[src/rtl/mem_arbiter.sv]
// mem_arbiter: two-port round-robin arbiter sharing one SDRAM request port, one transaction in flight
module mem_arbiter #(
  parameter int ADDR_WIDTH = 23,
  parameter int DATA_WIDTH = 16
) (
  input  logic                  clock,
  input  logic                  reset,
  input  logic                  p0_req,
  input  logic                  p0_we,
  input  logic [ADDR_WIDTH-1:0] p0_addr,
  input  logic [DATA_WIDTH-1:0] p0_din,
  output logic                  p0_ack,
  output logic                  p0_valid,
  output logic [DATA_WIDTH-1:0] p0_dout,
  input  logic                  p1_req,
  input  logic                  p1_we,
  input  logic [ADDR_WIDTH-1:0] p1_addr,
  input  logic [DATA_WIDTH-1:0] p1_din,
  output logic                  p1_ack,
  output logic                  p1_valid,
  output logic [DATA_WIDTH-1:0] p1_dout,
  output logic                  mem_req,
  output logic                  mem_we,
  output logic [ADDR_WIDTH-1:0] mem_addr,
  output logic [DATA_WIDTH-1:0] mem_din,
  input  logic                  mem_ack,
  input  logic                  mem_valid,
  input  logic [DATA_WIDTH-1:0] mem_dout,
  output logic                  grant,
  output logic                  busy
);
  localparam logic [1:0] IDLE = 2'd0, REQ = 2'd1, READ = 2'd2;
  logic [1:0] state;
  logic last_grant;
  logic win;
  logic take;
  // on a tie the port that did not win last time gets the memory
  assign win = (p0_req && p1_req) ? ~last_grant : p1_req;
  assign take = (state == REQ && mem_ack && !mem_we && mem_valid) || (state == READ && mem_valid);
  assign mem_req = state == REQ;
  assign busy = state != IDLE;
  assign p0_ack = mem_ack && state == REQ && !grant;
  assign p1_ack = mem_ack && state == REQ && grant;
  always_ff @(posedge clock) begin
    if (reset) begin
      state <= IDLE;
      last_grant <= 1'b1;
      grant <= 1'b0;
      mem_we <= 1'b0;
      mem_addr <= '0;
      mem_din <= '0;
      p0_valid <= 1'b0;
      p1_valid <= 1'b0;
      p0_dout <= '0;
      p1_dout <= '0;
    end else begin
      p0_valid <= take && !grant;
      p1_valid <= take && grant;
      if (take && !grant) p0_dout <= mem_dout;
      if (take && grant) p1_dout <= mem_dout;
      case (state)
        IDLE: if (p0_req || p1_req) begin
          state <= REQ;
          grant <= win;
          last_grant <= win;
          mem_we <= win ? p1_we : p0_we;
          mem_addr <= win ? p1_addr : p0_addr;
          mem_din <= win ? p1_din : p0_din;
        end
        REQ: if (mem_ack) state <= (mem_we || mem_valid) ? IDLE : READ;
        READ: if (mem_valid) state <= IDLE;
        default: state <= IDLE;
      endcase
    end
  end
endmodule

[config.mk]
export PLATFORM = sky130hd
export DESIGN_NAME = mem_arbiter
export DESIGN_NICKNAME = d
export VERILOG_FILES = /design/src/rtl/mem_arbiter.sv
export SDC_FILE = /design/constraint.sdc
export NUM_CORES = 1
export LEC_CHECK = 0
export BUFFER_PORTS_ARGS = -buffer_cell sky130_fd_sc_hd__buf_2
export CAP_MARGIN = 20
export CORE_MARGIN = 2
export CORE_UTILIZATION = 45
export DETAILED_ROUTE_END_ITERATION = 16
export PLACE_DENSITY = 0.8
export SLEW_MARGIN = 20
export SYNTH_ARGS = -nofsm -noshare
export SYNTH_HDL_FRONTEND = slang
export SYNTH_SLANG_ARGS = --single-unit
[constraint.sdc]
create_clock -name clock -period 1.72 [get_ports clock]
set_input_delay 0.344 -clock clock [delete_from_list [all_inputs] [get_ports clock]]
set_output_delay 0.344 -clock clock [all_outputs]
set_load 0.03 [all_outputs]
==> metrics.txt <==
die width=91.44 um; IO buf count=180; Fillers=616; Final nets=609; antenna violations before repair=0; PwrDens=967.3 nW/um^2; final setup vio count=0; GRT Total Usage=20.31%; first-pass GRT wire length=13.77 mm; top-level port count=181; largest cells by area after synthesis=dfxtp_1 (45%), mux2i_1 (21%), nand2b_1 (9.3%); Overflow after GRT=0; WP data required=1.38 ns; Via density=5.107; clk root buf=clkbuf_8; Yosys top cell area share=45.38%; wire per inst=14.01 um; layout cell share with drive strength beyond 1=41.88%; fmax=0.6236 GHz; hold crit path type=in2reg; GPL Wtd Cong=0.7476; Final Hold Fails=0; min-delay src=mem_valid; final instance area=4736 sq um; Slew @ Worst Pin=0.4122 ns; RSZ-0062 raised after global routing=false; core area=7331 sq um; Area Growth Syn to Fin=37.64%; Lkg Pwr=2.285 nW; clock sink total=78; crit-path max FO=4; clk_lat worst skew=0.34 ns; Hold Path Cell Cnt=2; Netlist Area Pre-Place=3441 sq um; Placement Cell Area=4503 sq um; setup slack, reg-to-reg=0.42 ns; worst r2r src=state[1]$_SDFFE_PP0P_; pin count of the biggest net entering global routing=43; min cycle time layout=1.604 ns; sequential fraction of the synthesis area=45.38%; sw frac=29.18%; startpoint type of the worst setup path=flip-flop; syn_area_per_cell=10.24 sq um; post-synthesis cell type count=22; r2r endpoint=p0_dout[12]$_SDFFE_PP0P_; CTS H-tree depth=3; Die Span Y=91.44 um; Vias=3115; crit end category=output pin; vias in the first global route=2971; ant diodes=0; First-pass DRT Iterations=4; drt drc=0; Slew headroom=72.52%; Comb power frac=23.1%; Reg clk slew, reported paths=0.07 ns; Initial DRC Count=98; Sw Pwr=1.337 mW; Synth area leader=dfxtp_1; Hold EP=state[1]$_SDFFE_PP0P_; leading cell types in the layout, fill and taps excluded=buf_2 (179), dfxtp_1 (77), mux2i_1 (72), nand2b_1 (51), a21oi_1 (42); worst path arrival time=1.26 ns; Setup CP Type=reg2out; detailed placer's ending HPWL=6.357 mm; CTS tree=yes; Cells after Synth=336; status=finished, final reports clean; Reg2Reg Depth=4; # rows=31; WL final=8.546 mm; commonest non-fill, non-tap cell in the layout=buf_2; clock power share=32.9%; max-cap viol count=0; Internal=3.244 mW; CTS Buf Count=9; Synth Warn #=0; Syn Nets=438; antenna viol nets, final=0; skew final=0.01199 ns; fin util=64.60%; Clock Path Buffers=2; cts-stage hold buffer count=0; worst vdd ir=0.6194 mV; Seq cells post-synth=78; Die ar.=8361 sq um; setup TNS=0 ns; Sequential Power Share=44.0%; Final period util=93.24%; initial core utilization=46.94%; max-slew violation count=0
-- final cells by class --
| class | instances | area (sq um) | share of cell area, % |
|---|---|---|---|
| Sequential cell | 78 | 1565 | 33.05 |
| Clock buffer | 11 | 151.4 | 3.197 |
| Tap cell | 99 | 123.9 | 2.616 |
| Timing Repair Buffer | 191 | 1099 | 23.20 |
| Clock inverter | 4 | 70.07 | 1.480 |
| Inverter | 1 | 3.754 | 0.07926 |
| Multi-Input combinational cell | 226 | 1723 | 36.38 |
-- worst max path at each step --
stage,from,end,slack (ns),cells past startpoint
floorplan,state[0]$_SDFFE_PP0P_,p0_ack,0.08,3
global placement,p0_req,mem_din[6]$_SDFFE_PP0P_,0.30,5
detailed placement,p0_req,mem_din[5]$_SDFFE_PP0P_,0.23,5
CTS,state[0]$_SDFFE_PP0P_,p0_ack,0.02,4
global route,state[0]$_SDFFE_PP0P_,p0_ack,0.04,4
finish,state[0]$_SDFFE_PP0P_,p0_ack,0.12,4
-- power groups by stage --
stage               Clock (mW)  Combinational (mW)  Sequential [mW]
floorplan                    0               0.442             2.29
global placement             0                1.04             2.05
detailed placement           0                1.06             2.05
CTS                       1.54                1.06             2.01
global route              1.63                1.13             2.03
finish                    1.51                1.06             2.02
-- through the flow --
stage,instances,hold WS [ns],power [mW],setup slack (ns)
2_1_floorplan,336,0.4225,2.735,0.07779
3_3_place_gp,595,0.4568,3.085,0.3027
3_5_place_dp,595,0.4627,3.115,0.2273
4_1_cts,610,0.2017,4.615,0.02104
5_1_grt,610,0.1867,4.793,0.03719
6_report,610,0.2167,4.581,0.1163
-- kinds of logic after synthesis --
| logic type | after synthesis | share of synthesized area, % |
|---|---|---|
| buffers and inverters | 32 | 5.309 |
| and+or+nand+nor | 66 | 12.11 |
| AOI/OAI and AO/OA | 88 | 16.25 |
| muxes | 72 | 20.95 |
| DFF | 78 | 45.38 |
-- Yosys cell counts, drive strengths merged --
cell type / number
dfxtp: 78
mux2i: 72
nand2b: 51
a21oi: 43
a211oi: 41
clkbuf: 16
buf: 15
nor2: 5
nand2: 3
nor2b: 2
o21ai: 2
a21boi: 1
a21o: 1
and3: 1
inv: 1
nand3: 1
nand3b: 1
nand4bb: 1
or2: 1
-- worst max-delay path, stage by stage (launching register included) --
cell	delay [ns]
dfxtp_4	0.38
nor2b_4	0.17
nand2_1	0.07
nor2_1	0.10
clkbuf_4	0.20
-- flip-flops by register name, summed over array words and instances (netlist names) --
name	cells
p0_dout	16
p1_valid	1
mem_addr	23
last_grant	1
state	2
p1_dout	16
grant	1
p0_valid	1
mem_we	1
mem_din	16
-- layer usage --
metal / global-route usage [%] / up-vias / routed length [um] / share of wire, %
met3: 6.141 / 11 / 583 / 6.8
met4: 5.682 / 0 / 107 / 1.3
met1: 22.52 / 1441 / 3415 / 40
met5: 0 / - / 0 / 0
li1: - / 1550 / - / -
met2: 37.19 / 113 / 4441 / 52
-- what timing repair did --
| action | CTS | global route |
|---|---|---|
| setup endpoints to repair | 2 | 1 |
| buffers inserted | 0 | 0 |
| hold endpoints to repair | 0 | 0 |
| gates resized for setup | 1 | 3 |
| pin swaps | 0 | 0 |
Power figures use the tool's default switching activity.
